## config.mk

```make
export PLATFORM = sky130hd
export DESIGN_NAME = spdif_encoder
export DESIGN_NICKNAME = d
export VERILOG_FILES = /design/src/rtl/spdif_pkg.sv /design/src/rtl/spdif_bmc_serializer.sv /design/src/rtl/spdif_encoder.sv
export SDC_FILE = /design/constraint.sdc
export NUM_CORES = 1
export LEC_CHECK = 0
export BUFFER_PORTS_ARGS = -buffer_cell sky130_fd_sc_hd__buf_2
export CORE_MARGIN = 8
export CORE_UTILIZATION = 30
export DETAILED_ROUTE_END_ITERATION = 6
export GPL_TIMING_DRIVEN = 0
export SLEW_MARGIN = 25
export SYNTH_ARGS = -nofsm -noshare
export SYNTH_HDL_FRONTEND = slang
export SYNTH_SLANG_ARGS = --single-unit
```

## constraint.sdc

```tcl
create_clock -name clk_in -period 2.07 [get_ports clk_in]
set_input_delay 0.207 -clock clk_in [delete_from_list [all_inputs] [get_ports clk_in]]
set_output_delay 0.207 -clock clk_in [all_outputs]
set_load 0.005 [all_outputs]
```

## src/rtl/spdif_pkg.sv

```systemverilog
// spdif_pkg: constants, preamble types and subframe helpers shared by the S/PDIF encoder and decoder
package spdif_pkg;
  typedef enum logic [1:0] {PRE_TYPE_B, PRE_TYPE_M, PRE_TYPE_W} pre_type_e;
  localparam logic [7:0] PRE_B = 8'b1110_1000;
  localparam logic [7:0] PRE_M = 8'b1110_0010;
  localparam logic [7:0] PRE_W = 8'b1110_0100;
  localparam int SLOT_AUDIO_LO = 4;
  localparam int SLOT_V = 28;
  localparam int SLOT_U = 29;
  localparam int SLOT_C = 30;
  localparam int SLOT_P = 31;
  localparam int FRAMES_PER_BLOCK = 192;
  localparam int HALFCELLS_PER_SUB = 64;

  function automatic logic [7:0] pre_pattern(input pre_type_e t);
    return t == PRE_TYPE_B ? PRE_B : t == PRE_TYPE_M ? PRE_M : PRE_W;
  endfunction

  // Slots 0-3 are left zero; the serializer replaces them with the preamble.
  function automatic logic [31:0] build_subframe(input logic [23:0] audio, input logic v, input logic c);
    logic [31:0] w;
    w = '0;
    w[SLOT_AUDIO_LO +: 24] = audio;
    w[SLOT_V] = v;
    w[SLOT_U] = 1'b0;
    w[SLOT_C] = c;
    w[SLOT_P] = ^w[SLOT_C:SLOT_AUDIO_LO];
    return w;
  endfunction
endpackage

```

## src/rtl/spdif_bmc_serializer.sv

```systemverilog
// spdif_bmc_serializer: emits one 64-half-cell subframe per word, preamble then biphase-mark data
module spdif_bmc_serializer
  import spdif_pkg::*;
(
  input  logic        clk_in,
  input  logic        resetb,
  input  logic        ena_i,
  input  logic        tick_i,
  input  logic [31:0] word_i,
  input  logic [1:0]  pre_i,
  output logic        tx_o,
  output logic        subframe_done_o
);
  localparam int HW = $clog2(HALFCELLS_PER_SUB);
  logic [HW-1:0] hc_q, hc_d;
  logic [31:0]   word_q, word_d;
  logic [7:0]    pre_q, pre_d, pat;
  logic          tx_q, tx_d, first, preamble, step;
  logic [4:0]    slot;

  assign first    = hc_q == '0;
  assign preamble = hc_q[HW-1:3] == '0;
  assign slot     = hc_q[HW-1:1];
  assign step     = ena_i & tick_i;
  // Preamble is stored already inverted when the line sits high before it.
  assign pat      = pre_pattern(pre_type_e'(pre_i)) ^ {8{tx_q}};

  always_comb begin
    hc_d   = !ena_i ? '0 : tick_i ? hc_q + 1'b1 : hc_q;
    word_d = step & first ? word_i : word_q;
    pre_d  = !step ? pre_q : first ? pat : pre_q << 1;
    tx_d   = !ena_i ? 1'b0 : !tick_i ? tx_q : first ? pat[7] : preamble ? pre_q[6] :
             hc_q[0] ? tx_q ^ word_q[slot] : ~tx_q;
  end

  always_ff @(posedge clk_in or negedge resetb) begin
    if (!resetb) begin
      hc_q   <= '0;
      word_q <= '0;
      pre_q  <= '0;
      tx_q   <= 1'b0;
    end else begin
      hc_q   <= hc_d;
      word_q <= word_d;
      pre_q  <= pre_d;
      tx_q   <= tx_d;
    end
  end

  assign tx_o            = tx_q;
  assign subframe_done_o = step & (hc_q == '1);
endmodule

```

## src/rtl/spdif_encoder.sv

```systemverilog
// spdif_encoder: IEC 60958 consumer transmitter with a one-pair holding buffer and 192-frame blocks
module spdif_encoder
  import spdif_pkg::*;
#(
  parameter int          CLK_DIV = 8,
  parameter logic [31:0] CS_WORD = 32'h0000_0004
) (
  input  logic        clk_in,
  input  logic        resetb,
  input  logic        ena,
  input  logic [23:0] sample_left,
  input  logic [23:0] sample_right,
  input  logic        sample_valid,
  output logic        sample_ready,
  output logic        tx_out,
  output logic        block_start,
  output logic        underrun
);
  localparam int DW = $clog2(CLK_DIV);
  logic [DW-1:0] div_q, div_d;
  logic [7:0]    frame_q, frame_d;
  logic [23:0]   buf_l_q, buf_l_d, buf_r_q, buf_r_d, right_q, right_d;
  logic          sub_q, sub_d, start_q, start_d, full_q, full_d, v_q, v_d;
  logic          bs_q, bs_d, ur_q, ur_d;
  logic          tick, load, accept, done, c_bit;
  logic [31:0]   word;
  logic [1:0]    pre;

  assign tick   = ena & (div_q == DW'(CLK_DIV - 1));
  assign load   = tick & start_q & ~sub_q;
  assign accept = sample_valid & ~full_q;
  assign c_bit  = frame_q < 8'd32 ? CS_WORD[frame_q[4:0]] : 1'b0;
  // The left word reads the holding buffer directly because it is latched on the same tick the buffer empties.
  assign word   = sub_q ? build_subframe(right_q, v_q, c_bit)
                        : build_subframe(full_q ? buf_l_q : '0, ~full_q, c_bit);
  assign pre    = sub_q ? PRE_TYPE_W : frame_q == 8'd0 ? PRE_TYPE_B : PRE_TYPE_M;

  always_comb begin
    div_d   = !ena | tick ? '0 : div_q + 1'b1;
    start_d = !ena | (tick ? done : start_q);
    sub_d   = ena & (sub_q ^ done);
    frame_d = !ena ? '0 : !(done & sub_q) ? frame_q :
              frame_q == 8'(FRAMES_PER_BLOCK - 1) ? '0 : frame_q + 1'b1;
    full_d  = load & full_q ? 1'b0 : accept ? 1'b1 : full_q;
    buf_l_d = accept ? sample_left : buf_l_q;
    buf_r_d = accept ? sample_right : buf_r_q;
    right_d = load ? (full_q ? buf_r_q : '0) : right_q;
    v_d     = load ? ~full_q : v_q;
    bs_d    = load & (frame_q == 8'd0);
    ur_d    = load & ~full_q;
  end

  always_ff @(posedge clk_in or negedge resetb) begin
    if (!resetb) begin
      div_q   <= '0;
      frame_q <= '0;
      sub_q   <= 1'b0;
      start_q <= 1'b1;
      full_q  <= 1'b0;
      buf_l_q <= '0;
      buf_r_q <= '0;
      right_q <= '0;
      v_q     <= 1'b0;
      bs_q    <= 1'b0;
      ur_q    <= 1'b0;
    end else begin
      div_q   <= div_d;
      frame_q <= frame_d;
      sub_q   <= sub_d;
      start_q <= start_d;
      full_q  <= full_d;
      buf_l_q <= buf_l_d;
      buf_r_q <= buf_r_d;
      right_q <= right_d;
      v_q     <= v_d;
      bs_q    <= bs_d;
      ur_q    <= ur_d;
    end
  end

  spdif_bmc_serializer u_ser (
    .clk_in          (clk_in),
    .resetb          (resetb),
    .ena_i           (ena),
    .tick_i          (tick),
    .word_i          (word),
    .pre_i           (pre),
    .tx_o            (tx_out),
    .subframe_done_o (done)
  );

  assign sample_ready = ~full_q;
  assign block_start  = bs_q;
  assign underrun     = ur_q;
endmodule
```

Word-level counts from Yosys, hierarchy flattened:

Memories as Yosys holds them, arrays and structs flattened.
Cells that the tools add are included.

* flip-flop bits (word level): 135
* bits in read-only memories: 32
* input port bits: 52
* word-level logic and storage cells: 82
* memories kept: 1
* RAM bits: 0
* output and inout bits: 4
* bits in latches: 0

* divide/modulo/power cells: 0
* add/sub/neg operators: 3
* shift operators: 0
* $mul: 0
* eq/ne operators: 6
* mux-type cells: 26
* bitwise logic cells: 20
* magnitude comparators: 3
* reductions and logical operators: 8

Memories
* (no name shown): words 32, bits a word 1, read ports 1, clocked after memory_dff 0, write ports 0, line spdif_encoder.sv:32 `assign c_bit = frame_q < 8'd32 ? CS_WORD[frame_q[4:0]] : 1'b0;`

Operators with widths (count)
* 27-bit XOR reduction: 2
* 24-bit two-way mux: 2
* 32-bit two-way mux: 1
* 8-bit two-way mux: 4
* 1-bit bitwise AND: 12
* 5-bit by 6-bit less-than comparator with 1-bit output, second input constant: 2
* 1-bit two-way mux: 12
* 6-bit two-way mux: 2
* 8-bit by 1-bit adder with 8-bit output, second input constant: 1
* 8-bit equality test, second input constant: 1
* 8-bit logical NOT: 1
* 8-bit by 6-bit less-than comparator with 1-bit output, second input constant: 1
* 8-bit bitwise XOR: 1
* 7-bit two-way mux: 1
* 6-bit by 1-bit adder with 6-bit output, second input constant: 1
* 6-bit equality test, second input constant: 1
* 6-bit logical NOT: 1
* 3-bit two-way mux: 2
* 1-bit binary-select mux with 5-bit select: 1
* 2-bit by 1-bit != test with 1-bit output, second input constant: 2
* 3-bit by 1-bit adder with 3-bit output, second input constant: 1
* 3-bit equality test, second input constant: 1
* 3-bit logical NOT: 1
* 1-bit NOT: 3
* other kinds (7): 9

Longest topological paths before layout:

Gate-level depths: netlist (run 1).

* depth after elaboration: 10
* mapped depth: 11

Modules after synthesis:

From an unflattened synthesis (run 1), not the netlist that was laid out.

* cells, all modules: 548
* area total of the unflattened synthesis: 6547.5 µm²

Modules (own cells, without submodules)
* spdif_encoder: cells an instance 366, sequential area each 2228.4 µm², instances 1, area each 4249.1 µm²
* spdif_bmc_serializer: cells an instance 182, sequential area each 1151.1 µm², instances 1, area each 2298.5 µm²

Worst setup path before layout (run 1):

Ideal clock, no wire load.

* path kind: reg2reg
* start: reg div_q[0]
* end: reg frame_q[7]
* stages on the path, launching flop included: 12
* path slack: -0.214 ns
* arrival: 2.162 ns
* buffers on the path: 2
* path through: dfrtp_1 -> ha_1 -> ha_1 -> clkbuf_1 -> nand2_1 -> clkbuf_1 -> nor2_1 -> ha_1 -> nor2b_1 -> mux2_2 -> a22oi_1 -> nor2b_1

* longest elaborated chain between the ends: 6

Ends and longest elaborated chain
* from (decl): line spdif_encoder.sv:20 `logic [DW-1:0] div_q, div_d;`
* from (signal assigned): line spdif_encoder.sv:67 `div_q <= div_d;`
* 3-bit equality test: line spdif_encoder.sv:29 `assign tick = ena & (div_q == DW'(CLK_DIV - 1));`
* 1-bit bitwise AND: line spdif_encoder.sv:29
* 1-bit bitwise AND: line spdif_bmc_serializer.sv:24 `assign step = ena_i & tick_i;`
* 1-bit bitwise AND: line spdif_bmc_serializer.sv:51 `assign subframe_done_o = step & (hc_q == '1);`
* 1-bit bitwise AND: line spdif_encoder.sv:42 `frame_d = !ena ? '0 : !(done & sub_q) ? frame_q :`
* 2-bit by 1-bit != test with 1-bit output (no line)
* to (signal assigned): line spdif_encoder.sv:68 `frame_q <= frame_d;`
* to (decl): line spdif_encoder.sv:21 `logic [7:0] frame_q, frame_d;`

Every way passes these cells.
A chain may end at the register's enable or synchronous reset.

Final worst setup path (run 1):

* start: reg buf_l_q[16]
* end: reg u_ser.word_q[31]

* longest elaborated chain between the ends: 3

Ends and longest elaborated chain
* from (decl): line spdif_encoder.sv:22 `logic [23:0] buf_l_q, buf_l_d, buf_r_q, buf_r_d, right_q, right_d;`
* from (signal assigned): line spdif_encoder.sv:72 `buf_l_q <= buf_l_d;`
* 24-bit two-way mux: line spdif_encoder.sv:35 `: build_subframe(full_q ? buf_l_q : '0, ~full_q, c_bit);`
* 27-bit XOR reduction: line spdif_pkg.sv:27 `w[SLOT_P] = ^w[SLOT_C:SLOT_AUDIO_LO];`
* 32-bit two-way mux: line spdif_encoder.sv:34 `assign word = sub_q ? build_subframe(right_q, v_q, c_bit)`
* to (signal assigned): line spdif_bmc_serializer.sv:44 `word_q <= word_d;`
* to (decl): line spdif_bmc_serializer.sv:16 `logic [31:0] word_q, word_d;`

Every way passes these cells.

==> flow_summary.ini, run 1 <==
[run_status]
status = finished clean

[worst_setup_path]
crit_path_start = buf_l_q[16]
max_stage_delay_ns = 0.45
worstReg2RegEnd = u_ser.word_q[31]
regToRegSetupSlack_ns = 0.07
endpoint = u_ser.word_q[31]
crit_chain = xnor2_1 -> xnor2_1 -> xnor3_1 -> xnor2_1 -> a2111o_1 -> nand3_1
path_buf_inv = 0
critical_path_class = reg2reg
critical_path_arrival_ns = 2.34
start_kind = flip-flop
r2r-start = buf_l_q[16]
crit_required_ns = 2.41
r2r_cells = 6
cp-end-kind = flip-flop
cp_num_cells = 6
crit_family = XOR/XNOR gates
cp_slowest_cell = dfrtp_1
path_max_fanout = 3
critPathMostFrequentCell = xnor2_1

[drt]
drtIter0Drc = 182
vias = 4355
drc = 0
wl_um = 14170
m1WireLength_um = 6919
vias_per_cell = 4.599
wl_met2_um = 6624
ant_nets = 0
dr.pass1.iters = 5
wl_per_cell_um = 14.96
met3_length_um = 474
routed.top_layer = met4

[synthesis]
synthFlopType = dfrtp_1
yosys.area.top_type = dfrtp_1
muxShareOfSynthArea = 0.1174
yosys_warnings = 0
ys_seq_area_frac = 0.5255
synth_top_family_by_area = simple AND/OR/NAND/NOR gates
syn_avg_cell_area_um2 = 10.73
synth_simple_gate_area_frac = 0.1376
synth_xor_area_frac = 0.08525
synthAdderAreaFrac = 0.01616
synth_top_cell_area_share = 0.5212
yosysUniqueCellTypes = 42
synth_area_leaders = dfrtp_1, mux2_2, xnor2_1
async_flop_share = 1.000
synth.ff_latch_count = 130
synth-compound-area-share = 0.09152
syn-num-nets = 637
synth_edf_count = 0
synth_cells = 577
syn-cell-area_mm2 = 0.006193

[timing]
hold_viol_final = 0
relSlewSlack = 0.5219
fin_crit_sh = 0.9656
rsz0062_at_grt = true
drv_slew = 0
finalSetupViolCount = 0
fmax_mhz = 500.3
period_minus_slack_ns = 1.999
tightest_slew_ns = 0.7172
skew_ns = 0.01604
setup_ws_ns = 0.07119

[power]
combPwrFrac = 0.283
leakagePower_nw = 3.401
p_sw_frac = 0.3163
intPower_mw = 6.259
p_sw_mw = 2.895
p_total_mw = 9.154
seqPwrFrac = 0.404
ir_worst_vdd_uv = 679.2
clkPwrFrac = 0.312
power_density_mw_per_mm2 = 1188

[cts]
cts_tree = done
ctsHtreeMaxLevel = 4
clockBufferDepth = 2
clock_sinks = 130
clk_pin_slew_ns = 0.07
root_buffer = clkbuf_16
cts_buffers = 17
clock_latency_ns = 0.42

[placed_design]
dp_worst_setup_slack_ns = -0.3151
gp_congestion = 0.7708
dp_hpwl_um = 10210
dpl_cell_area_mm2 = 0.006852
port_buffers = 55

[global_routing]
track_usage = 0.1157
grt_pass1_wl_um = 23900
antenna_found_initial = 0
grt_overflow = 0
grt_pass1_vias = 4670
grt_start_max_net_pins = 69

[floorplanning]
dieArea_mm2 = 0.02550
die_w_um = 159.7
io_pins = 56
initial_core_util = 0.3061
fp.dieH_um = 159.7
rows = 52
core_area_mm2 = 0.02023

[finish]
antennaDiodeCount = 0
drive_gt1_frac = 0.2806
fin_util = 0.3809
nets = 724
fillerInstances = 1981
stdcell_area_mm2 = 0.007707
area_growth_pct = 24.44

[hold_path]
hold_class = in2reg

[run]
drv_cap = 0
[state kept, by name (all words and copies together), names as in the netlist]
register      count
underrun          1
buf_r_q          24
frame_q           8
u_ser.tx_o        1
start_q           1
right_q          24
sub_q             1
u_ser.hc_q        6
full_q            1
buf_l_q          24
u_ser.word_q     27
div_q             3
u_ser.pre_q       7
block_start       1
v_q               1
[cell usage after synthesis (2+ instances only)]
| library cell | n |
|---|---|
| a21o_1 | 2 |
| nor2b_1 | 7 |
| clkbuf_1 | 33 |
| ha_1 | 8 |
| o21ai_0 | 38 |
| mux4_2 | 2 |
| and3_1 | 3 |
| inv_1 | 6 |
| dfrtp_1 | 129 |
| nand3b_1 | 2 |
| a21oi_1 | 9 |
| xor2_1 | 6 |
| nand4_1 | 6 |
| xnor2_1 | 44 |
| a22oi_1 | 3 |
| xnor3_1 | 4 |
| mux2i_1 | 13 |
| a21boi_0 | 4 |
| and3b_1 | 2 |
| and2_1 | 9 |
| a31oi_1 | 3 |
| buf_2 | 3 |
| or3_1 | 2 |
| mux2_2 | 49 |
| nand2_1 | 71 |
| a221oi_1 | 24 |
| nand3_1 | 13 |
| nand2b_1 | 3 |
| nor2_1 | 66 |
[stage by stage]
stage | hold slack (ns) | setup TNS (ns) | instances
CTS | 0.0005121 | 0 | 940
global route | 0.0007500 | -0.04768 | 947
global placement | 0.4318 | -144.32 | 902
floorplan | -0.08859 | -0.05386 | 577
finish | 0.01464 | 0 | 947
detailed placement | 0.2102 | -6.606 | 903
[metal layers]
metal,vias to the layer above,global-route usage
met2,75,0.1896
met1,2106,0.1462
met5,-,0
met3,10,0.03213
met4,0,0.03431
li1,2164,-
[cell usage in the layout, fill, tap and decap left out, drive strengths merged, types with 9 or more instances in the layout]
cell type / synthesis / layout
a21oi: 9 / 9
inv: 6 / 14
clkbuf: 33 / 46
a221oi: 24 / 24
mux2i: 13 / 13
mux2: 49 / 49
buf: 4 / 71
xnor2: 44 / 44
and2: 9 / 9
dfrtp: 129 / 129
o21ai: 38 / 38
nand3: 13 / 13
nand2: 71 / 71
nor2: 67 / 67
[layout make-up]
cell class                      instances  area [um2]  area share
Buffer                                 33       166.4     0.02159
Clock buffer                           17       425.4     0.05519
Clock inverter                         15       142.6     0.01851
Inverter                                6       22.52    0.002922
Multi-Input combinational cell        404        2907      0.3771
Sequential cell                       130        3261      0.4231
Tap cell                              270       337.8     0.04383
Timing Repair Buffer                   72       445.4     0.05779
[power groups by stage]
stage	logic, mW	clock network [mW]	registers [mW]
after global placement	2.52	0	3.72
after global routing	2.85	3.03	3.79
after detailed placement	2.58	0	3.74
after floorplan	2.12	0	3.55
after CTS	2.61	2.93	3.70
final	2.60	2.86	3.70
[cell families (layout without fill, tap and decap cells)]
family / Yosys count / in the layout
xor gates and xnor gates: 54 / 54
DFF: 130 / 130
buffers and inverters: 43 / 143
AOI/OAI and AO/OA: 87 / 87
and+or+nand+nor: 191 / 191
muxes: 64 / 64
adders and majority gates: 8 / 8
[worst min path at each step]
stage	end	start	depth (start not counted)	slack (ns)
2_1_floorplan	block_start	resetb	0	-0.09
3_3_place_gp	div_q[0]	div_q[0]	1	0.43
3_5_place_dp	u_ser.pre_q[2]	resetb	1	0.21
4_1_cts	buf_l_q[10]	sample_left[10]	2	0.0005
5_1_grt	buf_l_q[6]	sample_left[6]	2	0.0008
6_report	buf_l_q[4]	sample_left[4]	2	0.01
[timing repair]
item,CTS,global route
resized for setup,23,24
setup buffers,3,8
hold buffers,5,0
pin swaps,5,9
endpoints found under the setup margin,47,45
endpoints found under the hold margin,71,0
Note: power is estimated with default switching activity, not from simulation.
==> run 2, diff against run 1 <==
PLACE_DENSITY = 0.48   (was default)
clock period = 2.4 ns   (was 2.07 ns; I/O delays follow)
==> run 2 against run 1 <==
Setup slack improved by 0.084 ns; first-iteration DRC count rose by 4.4%; global-route usage grew 0.21 points; flip-flop and latch count stayed put; largest power group unchanged; clock-buffer cell count up 1; register-to-register slack improved by 0.08 ns; maximum frequency is 11% lower; non-clock buffer count fell by 13; combinational power is 13% lower; clock power fell by 9.4%; clock skew down 0.0061 ns.
==> flow_summary.ini, run 2 (synthesis results as in run 1) <==
[timing]
period_minus_slack_ns = 2.245
rsz0062_at_grt = false
fin_crit_sh = 0.9353
hold_viol_final = 0
drv_slew = 0
fmax_mhz = 445.5
setup_ws_ns = 0.1552
relSlewSlack = 0.4990
skew_ns = 0.009927
tightest_slew_ns = 0.7515
finalSetupViolCount = 0

[finish]
largest_register = u_ser.word_q
final_cell_mix = dfrtp_1, nand2_1, nor2_1
largest_reg_flops = 27
nets = 711
layout.cells.non_filler = 934
area_growth_pct = 20.81
drive_gt1_frac = 0.2380
stdcell_area_mm2 = 0.007482
antennaDiodeCount = 0
mostFrequentLayoutCell = dfrtp_1
fillerInstances = 2012

[floorplanning]
fp.dieH_um = 159.7
dieArea_mm2 = 0.02550
initial_core_util = 0.3061
io_pins = 56
rows = 52
die_w_um = 159.7
core_area_mm2 = 0.02023

[worst_setup_path]
regToRegSetupSlack_ns = 0.16
critical_path_arrival_ns = 2.55
r2r-start = right_q[14]
start_kind = flip-flop
path_max_fanout = 3
cp-end-kind = flip-flop
crit_path_start = right_q[14]
crit_required_ns = 2.70
worstReg2RegEnd = u_ser.word_q[31]
critical_path_class = reg2reg
r2r_cells = 6

[drt]
drc = 0
vias = 4394
ant_nets = 0
drtIter0Drc = 190
dr.pass1.iters = 4
vias_per_cell = 4.704
wl_per_cell_um = 15.58
wl_um = 14550

[power]
seqPwrFrac = 0.396
power_density_mw_per_mm2 = 1074
intPower_mw = 5.606
p_sw_mw = 2.429
clkPwrFrac = 0.322
ir_worst_vdd_uv = 512.4
leakagePower_nw = 3.291
p_sw_frac = 0.3024
combPwrFrac = 0.281

[global_routing]
grt_pass1_wl_um = 24260
track_usage = 0.1178
grt_overflow = 0
antenna_found_initial = 0
grt_start_max_net_pins = 79
grt_pass1_vias = 4538

[cts]
root_buffer = clkbuf_16
clock_sinks = 130
cts_buffers = 17
clk_pin_slew_ns = 0.06
clock_latency_ns = 0.42
clockBufferDepth = 2
cts_tree = done
ctsHtreeMaxLevel = 4

[placed_design]
port_buffers = 55
gp_congestion = 0.7697
dp_hpwl_um = 10880
dpl.cell_count = 903
dpl_cell_area_mm2 = 0.006844
dp_worst_setup_slack_ns = -0.3289

[run]
drv_cap = 0

[run_status]
status = finished clean

[hold_path]
min_path_cells = 2
hold_class = in2reg
hp-start = sample_right[17]
hold_end = buf_r_q[17]
run 2: worst max-delay path, stage by stage, from the launching register on:
cell and delay, ns:
dfrtp_1 0.41, xor2_1 0.19, xnor3_1 0.43, xnor3_1 0.41, xnor3_1 0.41, a31oi_1 0.18
nand3_1 0.09
run 2: cell type report:
| type | instances | area, um2 | area share |
|---|---|---|---|
| repair buffers | 57 | 322.8 | 0.04314 |
| multi-input cells | 404 | 2805 | 0.3749 |
| plain buffers | 35 | 145.1 | 0.01940 |
| clock inverters | 14 | 155.1 | 0.02074 |
| well taps | 270 | 337.8 | 0.04515 |
| clock buffers | 18 | 439.2 | 0.05870 |
| flip-flops and latches | 130 | 3254 | 0.4349 |
| inverters | 6 | 22.52 | 0.003010 |
run 2: how the worst max path moves through the flow:
stage	to	slack, ns
after floorplan	frame_q[7]	0.12
after global placement	buf_r_q[22]	-0.66
after detailed placement	frame_q[2]	-0.33
after CTS	u_ser.word_q[20]	0.003
after global routing	frame_q[7]	0.01
final	u_ser.word_q[31]	0.16
run 2: power groups by stage:
stage	Clock (mW)	Sequential [mW]	Combinational [mW]
2_1_floorplan	0	3.06	1.83
3_3_place_gp	0	3.21	2.21
6_report	2.59	3.18	2.26
4_1_cts	2.63	3.19	2.28
5_1_grt	2.75	3.26	2.46
3_5_place_dp	0	3.23	2.27
run 2: timing repair:
| action | in CTS | in global routing |
|---|---|---|
| hold endpoints to repair | 51 | 0 |
| hold buffers | 1 | 0 |
| buffers inserted | 0 | 0 |
| resized for setup | 3 | 19 |
| setup endpoints to repair | 7 | 32 |
run 2: routing by layer:
| layer | wire length, um | GRT usage |
|---|---|---|
| met1 | 6831 | 0.1488 |
| met2 | 7038 | 0.1919 |
| met3 | 471 | 0.03059 |
| met4 | 212 | 0.04117 |
| met5 | 0 | 0 |
run 2: stage by stage:
stage | utilization | power, mW | setup TNS [ns] | hold WS [ns]
after floorplan | - | 4.889 | 0 | -0.05559
after global routing | 0.3698 | 8.479 | 0 | 0.03744
final | 0.3698 | 8.035 | 0 | 0.04664
after global placement | 0.3364 | 5.419 | -85.33 | 0.4268
after detailed placement | 0.3382 | 5.504 | -1.714 | 0.1887
after CTS | 0.3680 | 8.100 | 0 | 0.03278
==> run 3, diff against run 2 <==
--- a/config.mk
+++ b/config.mk
@@ -8,3 +8,3 @@
 export BUFFER_PORTS_ARGS = -buffer_cell sky130_fd_sc_hd__buf_2
-export CORE_MARGIN = 8
+export CORE_MARGIN = 2
 export CORE_UTILIZATION = 30
@@ -13,2 +13,3 @@
 export PLACE_DENSITY = 0.48
+export RECOVER_POWER = 100
 export SLEW_MARGIN = 25
==> constraint.sdc (replaced) <==
create_clock -name clk_in -period 2.4 [get_ports clk_in]
set_input_delay 0.48 -clock clk_in [delete_from_list [all_inputs] [get_ports clk_in]]
set_output_delay 0.48 -clock clk_in [all_outputs]
set_load 0.005 [all_outputs]
==> run 3 against run 2 <==
First-iteration DRC count grew 15%; utilization shrank 0.080 points; non-clock buffer count grew 1; clock power shrank 3%; flip-flop and latch count is the same; critical path type unchanged; critical endpoint is now frame_q[7].
==> flow_summary.ini, run 3 (synthesis results as in run 1) <==
[run_status]
status = finished clean

[finish]
antennaDiodeCount = 0
layout.area.seq_mm2 = 0.003256
largest_reg_flops = 27
nets = 712
drive_gt1_frac = 0.2334
area_growth_pct = 20.55
mostFrequentLayoutCell = dfrtp_1
largest_register = u_ser.word_q
multiInputGateArea_mm2 = 0.002813
layout.cells.non_filler = 934
fillerInstances = 2046
final_cell_mix = dfrtp_1, nand2_1, nor2_1

[cts]
clock_sinks = 130
cts_tree = done
root_buffer = clkbuf_16
cts_buffers = 17
clock_latency_ns = 0.42
clockBufferDepth = 2
ctsHtreeMaxLevel = 4
clk_pin_slew_ns = 0.06

[worst_setup_path]
crit_required_ns = 2.71
r2r_cells = 10
critical_path_class = reg2reg
path_max_fanout = 10
crit_chain = ha_1 -> ha_1 -> nand2_1 -> clkbuf_4 -> nor2_1 -> ha_1 -> nor2b_1 -> mux2_2 -> a22oi_1 -> nor2b_1
critPathMostFrequentCell = ha_1
start_kind = flip-flop
worstReg2RegEnd = frame_q[7]
max_stage_delay_ns = 0.38
regToRegSetupSlack_ns = 0.14
critical_path_arrival_ns = 2.57
crit_path_start = div_q[0]
cp_slowest_cell = dfrtp_1
cp-end-kind = flip-flop
endpoint = frame_q[7]
r2r-start = div_q[0]

[timing]
rsz0062_at_grt = false
hold_viol_final = 0
finalSetupViolCount = 0
fmax_mhz = 442.4
period_minus_slack_ns = 2.260
fin_crit_sh = 0.9417
fin_tns_setup_ns = 0
drv_slew = 0
relSlewSlack = 0.1138
tightest_slew_ns = 1.329
skew_ns = 0.007789

[power]
leakagePower_nw = 3.286
ir_worst_vdd_uv = 419.6
power_density_mw_per_mm2 = 1067
p_total_mw = 7.963

[global_routing]
grt_start_max_net_pins = 83
grt_pass1_wl_um = 23680
grt_overflow = 0
antenna_found_initial = 0
track_usage = 0.1393
grt_pass1_vias = 4519

[drt]
wl_um = 14130
ant_nets = 0
wl_per_cell_um = 15.13
dr.pass1.iters = 4
vias_per_cell = 4.699
vias = 4389
drtIter0Drc = 218
drc = 0

[placed_design]
dpl.cell_count = 903
dp_hpwl_um = 10510
port_buffers = 55
gp_congestion = 0.7562

[floorplanning]
initial_core_util = 0.3061
core_area_mm2 = 0.02023
io_pins = 56
dieArea_mm2 = 0.02181
fp.dieH_um = 147.7
rows = 52
die_w_um = 147.7

[run]
drv_cap = 0

[hold_path]
hold_class = in2reg
## run 3: cell types whose count changed in the layout (fill, tap and decap cells not counted), moves of 2 or more
cell        previous run  this run
clkbuf_1              25        30
clkinvlp_4             5         1
a221oi_1              21        19
and2_1                 9         4
and2_0                 0         5
clkbuf_2               2         5
a221oi_2               3         5
buf_2                 60        54
## run 3: routing by layer
layer,vias up,part of all wire,track usage,routed length (um)
met5,-,0,0,0
met4,0,0.013,0.03462,178
met3,19,0.044,0.04167,621
met2,89,0.47,0.2240,6596
met1,2132,0.48,0.1852,6736
li1,2149,-,-,-
## run 3: where the power goes
group | internal [mW] | leakage, nW | switching, mW
Combinational | 1.30 | 1.32 | 0.950
Sequential | 2.74 | 1.69 | 0.458
Clock | 1.50 | 0.283 | 1.02
## run 3: worst min path at each step
stage / start / to / slack [ns] / depth (start not counted)
2_1_floorplan: resetb / block_start / 0.18 / 0
3_3_place_gp: div_q[0] / div_q[0] / 0.43 / 1
3_5_place_dp: resetb / div_q[2] / 0.42 / 1
4_1_cts: sample_right[17] / buf_r_q[17] / 0.27 / 2
5_1_grt: sample_left[23] / buf_l_q[23] / 0.26 / 2
6_report: sample_right[12] / buf_r_q[12] / 0.29 / 2
## run 3: layout make-up
cell class / count / share of cell area
sequential: 130 / 0.4361
multi-input combinational: 404 / 0.3767
clock buffer: 19 / 0.06067
tap: 270 / 0.04525
timing repair buffer: 58 / 0.04240
buffer: 35 / 0.01927
clock inverter: 12 / 0.01659
inverter: 6 / 0.003017
## run 3: critical path: cells and delay by family (launching register included)
family	cells	cell delay, ns
compound gates	1	0.19
simple gates	4	0.41
flops	1	0.38
fa+ha+maj	3	0.71
mux	1	0.26
buf+inv	1	0.20
## run 3: timing repair
action	CTS	global route
gates cloned	0	0
setup buffers	1	0
pin swaps	1	0
hold buffers	1	0
hold endpoints to repair	47	0
endpoints found under the setup margin	7	29
gates resized for setup	4	16
## run 3: per-stage QoR
stage          setup slack (ns)  hold WS, ns  area (um2)  utilization
6_report                 0.1398       0.2859        7466       0.3690
5_1_grt                 0.01063       0.2628        7466       0.3690
4_1_cts                 0.03043       0.2695        7442       0.3678
3_5_place_dp            -0.2723       0.4218        6844       0.3382
3_3_place_gp            -0.8825       0.4265        6807       0.3364
2_1_floorplan            0.1157       0.1844        6193            -
